`config.mk`:
```
export PLATFORM = sky130hd
export DESIGN_NAME = lbp_hist
export DESIGN_NICKNAME = d
export VERILOG_FILES = /design/src/rtl/lbp_pkg.sv /design/src/rtl/lbp_bin_map.sv /design/src/rtl/lbp_hist.sv
export SDC_FILE = /design/constraint.sdc
export NUM_CORES = 2
export LEC_CHECK = 0
export BUFFER_PORTS_ARGS = -buffer_cell sky130_fd_sc_hd__buf_4
export CORE_AREA = 2 2 497 870
export CTS_BUF_LIST = sky130_fd_sc_hd__clkbuf_16
export CTS_CLUSTER_DIAMETER = 80
export DETAILED_ROUTE_END_ITERATION = 10
export DIE_AREA = 0 0 499 872
export PLACE_DENSITY = 0.57
export SLEW_MARGIN = 20
export SYNTH_ARGS = -nofsm -noshare
export SYNTH_HDL_FRONTEND = slang
export SYNTH_SLANG_ARGS = --single-unit
```
`constraint.sdc`:
```
create_clock -name clk -period 15.5 [get_ports clk]
set_input_delay 1.55 -clock clk [delete_from_list [all_inputs] [get_ports clk]]
set_output_delay 1.55 -clock clk [all_outputs]
set_load 0.005 [all_outputs]
```
`src/rtl/lbp_pkg.sv`:
```
// Shared types and helpers for the LBP histogram block: FSM states, raster geometry and
// the raster-order successor function.
package lbp_pkg;

    typedef enum logic [1:0] {CLEAR, ACCUM, FLUSH, DRAIN} hist_state_e;

    localparam int IMG_FIRST      = 1;
    localparam int IMG_LAST       = 126;
    localparam int ADDR_W         = 14;
    localparam int UNIFORM_BINS   = 59;
    localparam int NONUNIFORM_BIN = 58;

    // Address of the pixel following addr in raster order; X wraps to IMG_FIRST.
    function automatic logic [ADDR_W-1:0] next_raster_addr(input logic [ADDR_W-1:0] addr,
                                                           input int img_last);
        logic [6:0] x;
        logic [6:0] y;
        x = addr[6:0];
        y = addr[13:7];
        if (int'(x) >= img_last) begin
            x = 7'(IMG_FIRST);
            y = y + 7'd1;
        end else begin
            x = x + 7'd1;
        end
        return {y, x};
    endfunction

endpackage

```
`src/rtl/lbp_bin_map.sv`:
```
// Maps an LBP code to a histogram bin index. Define HIST_UNIFORM_EN to select the
// 59-bin uniform-LBP mapping instead of the default top-bits shift mapping.
module lbp_bin_map
    import lbp_pkg::*;
#(
    parameter int BINS_LOG2 = 8
) (
    input  logic [7:0] lbp_data,
    output logic [7:0] bin
);

`ifdef HIST_UNIFORM_EN
    // Uniform codes (<= 2 circular transitions) are numbered in ascending code order.
    function automatic logic [2047:0] build_uniform_lut();
        logic [2047:0] lut;
        logic [7:0]    c;
        int            idx;
        lut = '0;
        idx = 0;
        for (int i = 0; i < 256; i++) begin
            c = 8'(i);
            if ($countones(c ^ {c[0], c[7:1]}) <= 2) begin
                lut[i*8 +: 8] = 8'(idx);
                idx++;
            end else begin
                lut[i*8 +: 8] = 8'(NONUNIFORM_BIN);
            end
        end
        return lut;
    endfunction

    localparam logic [2047:0] UNIFORM_LUT = build_uniform_lut();

    assign bin = UNIFORM_LUT[{lbp_data, 3'b000} +: 8];
`else
    assign bin = 8'(lbp_data >> (8 - BINS_LOG2));
`endif

endmodule

```
`src/rtl/lbp_hist.sv`:
```
// Per-frame LBP code histogram with raster-order checking and a valid/ready bin drain.
// HIST_UNIFORM_EN selects 59 uniform-LBP bins in place of 2**BINS_LOG2 shift bins.
module lbp_hist
    import lbp_pkg::*;
#(
    parameter int BINS_LOG2 = 8,
    parameter int CNT_W     = 14,
    parameter int IMG_LAST  = lbp_pkg::IMG_LAST
) (
    input  logic              clk,
    input  logic              reset,
    input  logic              lbp_valid,
    input  logic [ADDR_W-1:0] lbp_addr,
    input  logic [7:0]        lbp_data,
    input  logic              finish,
    output logic              hist_busy,
    output logic              hist_valid,
    input  logic              hist_ready,
    output logic [7:0]        hist_bin,
    output logic [CNT_W-1:0]  hist_count,
    output logic              hist_last,
    output logic              hist_done,
    output logic              hist_err
);

`ifdef HIST_UNIFORM_EN
    localparam int NBINS = UNIFORM_BINS;
`else
    localparam int NBINS = 2 ** BINS_LOG2;
`endif
    localparam int                IDX_W      = (NBINS > 1) ? $clog2(NBINS) : 1;
    localparam logic [7:0]        LAST_BIN   = 8'(NBINS - 1);
    localparam logic [ADDR_W-1:0] FIRST_ADDR = {7'(IMG_FIRST), 7'(IMG_FIRST)};

    hist_state_e       state;
    logic [7:0]        clr_ptr;
    logic              flush_cnt;
    logic [ADDR_W-1:0] exp_addr;
    logic              s1_valid;
    logic [7:0]        s1_bin;
    logic [7:0]        map_bin;
    logic [7:0]        next_bin;
    logic              handshake;
    logic [CNT_W-1:0]  mem [NBINS];

    lbp_bin_map #(
        .BINS_LOG2(BINS_LOG2)
    ) u_bin_map (
        .lbp_data(lbp_data),
        .bin     (map_bin)
    );

    assign handshake = hist_valid & hist_ready;
    assign next_bin  = hist_bin + 8'd1;

    always_ff @(posedge clk or negedge reset) begin
        if (!reset) begin
            state      <= CLEAR;
            clr_ptr    <= '0;
            flush_cnt  <= 1'b0;
            exp_addr   <= FIRST_ADDR;
            s1_valid   <= 1'b0;
            s1_bin     <= '0;
            hist_busy  <= 1'b0;
            hist_valid <= 1'b0;
            hist_bin   <= '0;
            hist_count <= '0;
            hist_last  <= 1'b0;
            hist_done  <= 1'b0;
            hist_err   <= 1'b0;
        end else begin
            s1_valid  <= 1'b0;
            hist_done <= 1'b0;
            if (lbp_valid && state != ACCUM) begin
                hist_err <= 1'b1;
            end
            unique case (state)
                CLEAR: begin
                    hist_busy <= 1'b1;
                    clr_ptr   <= clr_ptr + 8'd1;
                    if (clr_ptr == LAST_BIN) begin
                        state     <= ACCUM;
                        clr_ptr   <= '0;
                        hist_busy <= 1'b0;
                        hist_err  <= 1'b0;
                        exp_addr  <= FIRST_ADDR;
                    end
                end
                ACCUM: begin
                    if (lbp_valid) begin
                        s1_valid <= 1'b1;
                        s1_bin   <= map_bin;
                        if (lbp_addr != exp_addr) begin
                            hist_err <= 1'b1;
                        end
                        exp_addr <= next_raster_addr(lbp_addr, IMG_LAST);
                    end
                    if (finish) begin
                        state     <= FLUSH;
                        flush_cnt <= 1'b0;
                        hist_busy <= 1'b1;
                    end
                end
                FLUSH: begin
                    flush_cnt <= 1'b1;
                    // The final S2 write lands on the first FLUSH edge, so bin 0 is current here.
                    if (flush_cnt) begin
                        state      <= DRAIN;
                        hist_valid <= 1'b1;
                        hist_bin   <= '0;
                        hist_count <= mem[0];
                        hist_last  <= (LAST_BIN == 8'd0);
                    end
                end
                DRAIN: begin
                    if (handshake) begin
                        if (hist_last) begin
                            state      <= CLEAR;
                            clr_ptr    <= '0;
                            hist_valid <= 1'b0;
                            hist_bin   <= '0;
                            hist_count <= '0;
                            hist_last  <= 1'b0;
                            hist_done  <= 1'b1;
                        end else begin
                            hist_bin   <= next_bin;
                            hist_count <= mem[next_bin[IDX_W-1:0]];
                            hist_last  <= (next_bin == LAST_BIN);
                        end
                    end
                end
            endcase
        end
    end

    // Bin storage is not reset; CLEAR initialises it before any frame is accumulated.
    always_ff @(posedge clk) begin
        if (state == CLEAR) begin
            mem[clr_ptr[IDX_W-1:0]] <= '0;
        end else if (s1_valid) begin
            if (mem[s1_bin[IDX_W-1:0]] != {CNT_W{1'b1}}) begin
                mem[s1_bin[IDX_W-1:0]] <= mem[s1_bin[IDX_W-1:0]] + 1'b1;
            end
        end
    end

endmodule

```
Word level (Yosys, flattened, before mapping)
Memories as Yosys holds them, arrays and structs flattened.
Index checks and enable logic that the tools add are counted.

storage, ports and cells
  output and inout port bits = 27
  RAM bits = 3,584
  input port bits = 27
  bits in latches = 0
  memories = 1
  bits in registers = 61
  logic and storage cells = 105
  memory bits (read-only) = 0

memories
  name  depth  bits a word  read ports  clocked after memory_dff  write ports  line            source
  mem   256    14           3           0                         1            lbp_hist.sv:44  logic [CNT_W-1:0] mem [NBINS];

cells by class
  multiply operators = 0
  shifts and indexed selects = 0
  reduce and logical (&&, ||, !) cells = 15
  add/subtract/negate cells = 5
  $lt $le $gt $ge = 1
  multiplexer cells = 55
  div/mod/pow operators = 0
  bitwise gates (word level) = 1
  equal/unequal tests = 14

operators with widths
  operator                                                  count
  2-to-1 mux 14 bit                                         6
  2-to-1 mux 8 bit                                          7
  case mux 14 bit (2 select lines)                          2
  case mux 8 bit (2 select lines)                           2
  2-to-1 mux 1 bit                                          25
  adder 8 x 1 -> 8 bit, second input constant               2
  equality test 8 bit, second input constant                2
  adder 14 x 1 -> 14 bit, second input constant             1
  adder 7 x 1 -> 7 bit, second input constant               2
  2-to-1 mux 7 bit                                          2
  inequality test 14 bit                                    1
  inequality test 14 bit, second input constant             1
  OR reduction 14 bit                                       1
  inequality test 2 bit, second input constant              6
  2-to-1 mux 2 bit                                          5
  case mux 1 bit (2 select lines)                           5
  AND reduction 3 bit                                       3
  case mux 2 bit (4 select lines)                           1
  nonzero test 2 bit                                        4
  greater-or-equal comparator 7 bit, second input constant  1
  AND reduction 2 bit                                       3
  AND reduction 5 bit                                       1
  equality test 2 bit, second input constant                2
  AND reduction 4 bit                                       1
  5 further kinds                                           5

Logic depth before layout (Yosys ltp)
An unclocked memory read counts as a cell.

  depth after elaboration = 8
  mapped depth = 26
  mapped depth without buffers = 14

Hierarchy
Synthesis repeated with hierarchy kept, for this count alone.

unflattened totals
  cell total of the unflattened synthesis = 8,211
  area total of the unflattened synthesis = 170,436.0 sq um

by module, submodules not included
  module       cells an instance  seq. area each (sq um)  times used  area an instance (sq um)
  lbp_hist     8,203              109,152.2               1           170,375.9
  lbp_bin_map  8                  0.0                     1           60.1

Worst setup path before layout
No wires, ideal clock.

  kind = flip-flop to flip-flop
  from = reg s1_bin[1]
  to = mem mem[0][5] (data pin)
  setup time = 1,393 ps
  data required time = 14,107 ps
  data arrival time = 10,620 ps
  setup slack = 3,487 ps
  path buffers = 13
  period minus slack after synthesis = 12,013 ps
  stages on the path, launching flop included = 27
  cell sequence = dfrtp_1 -> buf_6 -> buf_6 -> buf_8 -> buf_6 -> buf_6 -> buf_6 -> buf_4 -> buf_6 -> buf_4 -> mux4_2 -> a22o_1 -> a221oi_1 -> o22ai_1 -> o21ai_0 -> nand4_1 -> ha_1 -> inv_1 -> nor3_1 -> nor4b_2 -> and4bb_1 -> a31o_1 -> buf_6 -> buf_8 -> buf_4 -> buf_2 -> nor2_1

on the way
  cells in the longest elaborated chain, start to end = 8
  elaborated cells between the ends (all ways) = 9
  classes of those cells = add/sub (1); eq/ne (1); mux (5); reduce/logical (1); memory (1)

RTL lines
  what                                    line             source
  start, declared                         lbp_hist.sv:40   logic [7:0] s1_bin;
  start signal, assigned                  lbp_hist.sv:92   s1_bin <= map_bin;
  memory (256 x 14 bit) *                 -
  inequality test 14 bit                  lbp_hist.sv:141  if (mem[s1_bin[IDX_W-1:0]] != {CNT_W{1'b1}}) begin
  2-to-1 mux 1 bit                        lbp_hist.sv:141
  2-to-1 mux 1 bit                        lbp_hist.sv:140  end else if (s1_valid) begin
  2-to-1 mux 1 bit                        lbp_hist.sv:138  if (state == CLEAR) begin
  2-to-1 mux 1 bit (implied by the code)  lbp_hist.sv:142  mem[s1_bin[IDX_W-1:0]] <= mem[s1_bin[IDX_W-1:0]] + 1'b1;
  OR reduction 14 bit (no source line)    -
  2-to-1 mux 14 bit (no source line) *    -
  end, declared                           lbp_hist.sv:44

Every way passes the cells marked *; elsewhere a longest branch is shown, timed or not.

Worst setup path in the final report
  from = reg s1_bin[1]
  to = mem mem[166][3] (data pin)

The elaborated chain is that of the path after synthesis.

==> flow_metrics.py <==
metrics = {
    "run_status": {
        "outcome": "finished, final reports clean",
    },
    "placement": {
        "final_wtd_congestion": 0.965,
        "io_buffers": 53,
        "hpwlAfterDp_mm": 424,
        "numPlacedInstances": 13506,
        "placement.cell_area_um2": 179000,
        "placement.setup.worst_slack_ns": 5.42,
    },
    "floorplanning": {
        "fp.coreArea_um2": 428000,
        "fp.dieArea_um2": 435000,
        "die_y_um": 872,
        "rows": 318,
        "die_w_um": 499,
        "design.portCount": 54,
        "start_util": 0.399,
    },
    "routing": {
        "via_count": 97278,
        "totalWireLength_mm": 646,
        "drc_errors": 0,
        "drt.antenna.violating_nets": 0,
        "wl_per_cell_um": 45.2,
        "drt_first_iter_violations": 13794,
        "via_per_inst": 6.81,
        "drt_pre_antenna_iters": 9,
    },
    "finish": {
        "post-route-cell-area_um2": 191000,
        "seq_area_um2": 109000,
        "nNetsFinal": 8290,
        "final.fill_count": 35735,
        "multi_input_comb_area_um2": 59200,
        "final_layout_size_suffix_gt1_frac": 0.399,
        "area_growth_pct": 11.6,
        "finalNonFillerCells": 14293,
    },
    "setup_path": {
        "critPathKind": "register to register",
        "crit_path_start_kind": "register",
        "worst-path-max-fanout": 80,
        "cp.arrival_ns": 10.64,
        "critical_path_required_ns": 16.22,
        "worst_setup_path_end_kind": "register",
    },
    "timing": {
        "setup_violations": 0,
        "timing.fmax_mhz": 101,
        "rsz0062_at_grt": "false",
        "final_critical_path_setup_slack_ns": 5.59,
        "tns_ns": 0,
        "final.setup_skew_ns": 0.0589,
        "slew_violations": 0,
        "min_period_ns": 9.91,
        "final_hold_viol_count": 0,
        "post-route-period-util": 0.639,
        "worst_margin_slew_ns": 1.32,
        "timing.slew.headroom": 0.110,
    },
    "clock_tree": {
        "postCtsHoldBufs": 0,
        "cts_bufs_inserted": 335,
        "clock_tree.htree_level_count": 5,
        "post_cts.resized_instances": 0,
        "root_buffer": "sky130_fd_sc_hd__clkbuf_16",
        "cts_num_sinks": 3645,
        "cts.path.max_buffers": 4,
        "clock_insertion_delay_worst_skew_ns": 0.99,
        "clock_slew_seen_by_the_registers_of_the_worst_setup_and_hold_paths_ns": 0.06,
        "cts_tree": "done",
        "cts_post_setup_buffers_inserted": 0,
    },
    "pwr": {
        "max-vdd-ir-drop_mv": 0.174,
        "power.density_nw_per_um2": 114,
        "power_leakage_nw": 44.9,
    },
    "grt": {
        "grt_first_pass_wirelength_mm": 874,
        "global_route.overflow_total": 0,
        "grt_start_max_net_pins": 209,
        "grt_pass1_vias": 98893,
        "grt_util_all_layers": 0.295,
        "antenna_violations_before_repair": 89,
    },
    "yosys": {
        "syn_avg_cell_area_um2": 21.1,
        "ys_seq_elements": 3645,
        "synth_fp_nets": 8146,
        "synthDistinctLibCells": 89,
        "yosys_warnings": 0,
        "synth_async_sr_flop_share": 0.0167,
        "synth-main-ff-cell": "sky130_fd_sc_hd__edfxtp_1",
        "synth.most_common_cell": "sky130_fd_sc_hd__edfxtp_1",
        "netlist_top_cells_count": "sky130_fd_sc_hd__edfxtp_1 (3584), sky130_fd_sc_hd__mux4_2 (2082), sky130_fd_sc_hd__nor2_1 (351), sky130_fd_sc_hd__clkbuf_1 (317), sky130_fd_sc_hd__nand2_1 (196)",
        "post-synth-top-area-cell": "sky130_fd_sc_hd__edfxtp_1",
        "synth_top_cells_by_area": "sky130_fd_sc_hd__edfxtp_1 (63%), sky130_fd_sc_hd__mux4_2 (27%), sky130_fd_sc_hd__mux2i_1 (0.97%)",
        "netlist.area_leader.share": 0.630,
        "gate_count_post_synth": 8108,
        "synth-seq-area-share": 0.639,
        "number_of_enable_type_register_cells_in_the_synthesized_netlist": 3584,
        "netlist_area_um2": 171000,
    },
    "flow_run": {
        "max_cap_violations": 0,
    },
    "hold_path": {
        "timing.hold.worst.class": "register to register",
    },
}
[final timing paths]
path	depth (start not counted)	end	startpoint	slack [ns]
setup reg to reg	19	mem[166][3]	s1_bin[1]	5.59
min in group asynchronous	1	hist_bin[0]	reset	0.54
hold / removal	2	exp_addr[9]	exp_addr[9]	0.50
setup / recovery	19	mem[166][3]	s1_bin[1]	5.59
hold reg to reg	2	exp_addr[9]	exp_addr[9]	0.50
max in group asynchronous	2	s1_bin[3]	reset	13.75
[metal layers]
layer | wire length, um | up-vias | track usage | part of all wire
li1 | - | 36114 | - | -
met1 | 202000 | 53079 | 0.322 | 0.31
met2 | 322000 | 6276 | 0.490 | 0.50
met3 | 53400 | 1779 | 0.0607 | 0.083
met4 | 69400 | 30 | 0.260 | 0.11
met5 | 258 | - | 0 | 0.00040
[layout by cell type (no fill, tap or decap), types with 73 or more instances in the layout]
cell,Yosys,routed
sky130_fd_sc_hd__inv_1,14,73
sky130_fd_sc_hd__diode_2,0,174
sky130_fd_sc_hd__a21oi_1,81,73
sky130_fd_sc_hd__clkbuf_16,0,347
sky130_fd_sc_hd__mux2i_1,165,161
sky130_fd_sc_hd__clkinv_1,3,74
sky130_fd_sc_hd__a22oi_1,131,130
sky130_fd_sc_hd__nand2_1,196,193
sky130_fd_sc_hd__nand3_1,79,79
sky130_fd_sc_hd__nor2_2,12,173
sky130_fd_sc_hd__o21ai_0,85,80
sky130_fd_sc_hd__mux4_2,2082,2082
sky130_fd_sc_hd__edfxtp_1,3584,3584
sky130_fd_sc_hd__buf_4,59,417
sky130_fd_sc_hd__nor2_1,351,145
[flip-flops by register name, summed over array words and instances, names as in the netlist]
register	cells
mem	3584
exp_addr	14
hist_count	14
clr_ptr	8
hist_bin	8
s1_bin	8
state	2
flush_cnt	1
hist_busy	1
hist_done	1
hist_err	1
hist_last	1
hist_valid	1
s1_valid	1
[final cells by class]
cell class | count | share of cell area
Clock buffer | 347 | 0.0455
Clock inverter | 257 | 0.0110
Timing Repair Buffer | 461 | 0.0210
Sequential cell | 3645 | 0.573
Tap cell | 5600 | 0.0367
Inverter | 18 | 0.000394
Antenna cell | 174 | 0.00228
Multi-Input combinational cell | 3791 | 0.310
[kinds of logic after synthesis]
group | Yosys count | share of synthesized area
mux | 2298 | 0.288
fa+ha+maj | 11 | 0.000806
xor+xnor | 44 | 0.00226
flops | 3645 | 0.639
compound gates | 605 | 0.0269
simple gates | 833 | 0.0217
buf+inv | 672 | 0.0213
[through the flow]
| step | utilization | total power [W] | hold WS (ns) |
|---|---|---|---|
| finish | 0.446 | 0.0218 | 0.504 |
| global route | 0.446 | 0.0222 | 0.535 |
| CTS | 0.444 | 0.0219 | 0.498 |
| detailed placement | 0.419 | 0.0135 | 0.490 |
| global placement | 0.419 | 0.0135 | 0.487 |
| floorplan | - | 0.0126 | 0.469 |
[critical path, stage by stage, from the launching register on]
cell and delay [ns]:
sky130_fd_sc_hd__dfrtp_4 0.69, sky130_fd_sc_hd__buf_12 0.52, sky130_fd_sc_hd__buf_4 0.88, sky130_fd_sc_hd__mux4_2 0.60
sky130_fd_sc_hd__a22o_1 0.25, sky130_fd_sc_hd__a221oi_1 0.62, sky130_fd_sc_hd__o22ai_1 0.40, sky130_fd_sc_hd__o21ai_0 1.05
sky130_fd_sc_hd__nand4_1 0.41, sky130_fd_sc_hd__ha_1 0.35, sky130_fd_sc_hd__inv_1 0.08, sky130_fd_sc_hd__nor3_1 0.07
sky130_fd_sc_hd__nor4b_2 0.19, sky130_fd_sc_hd__and4bb_1 0.29, sky130_fd_sc_hd__a31o_4 0.27, sky130_fd_sc_hd__buf_4 0.35
sky130_fd_sc_hd__nor2_4 0.59, sky130_fd_sc_hd__buf_4 0.71, sky130_fd_sc_hd__buf_4 0.65, sky130_fd_sc_hd__buf_16 0.30
[report_power, final]
| part | switching (W) | internal [W] | total (W) |
|---|---|---|---|
| Sequential | 0.0000288 | 0.0107 | 0.0107 |
| Combinational | 0.00169 | 0.000934 | 0.00263 |
| Clock | 0.00385 | 0.00463 | 0.00848 |
(Power assumes the default switching activity.)
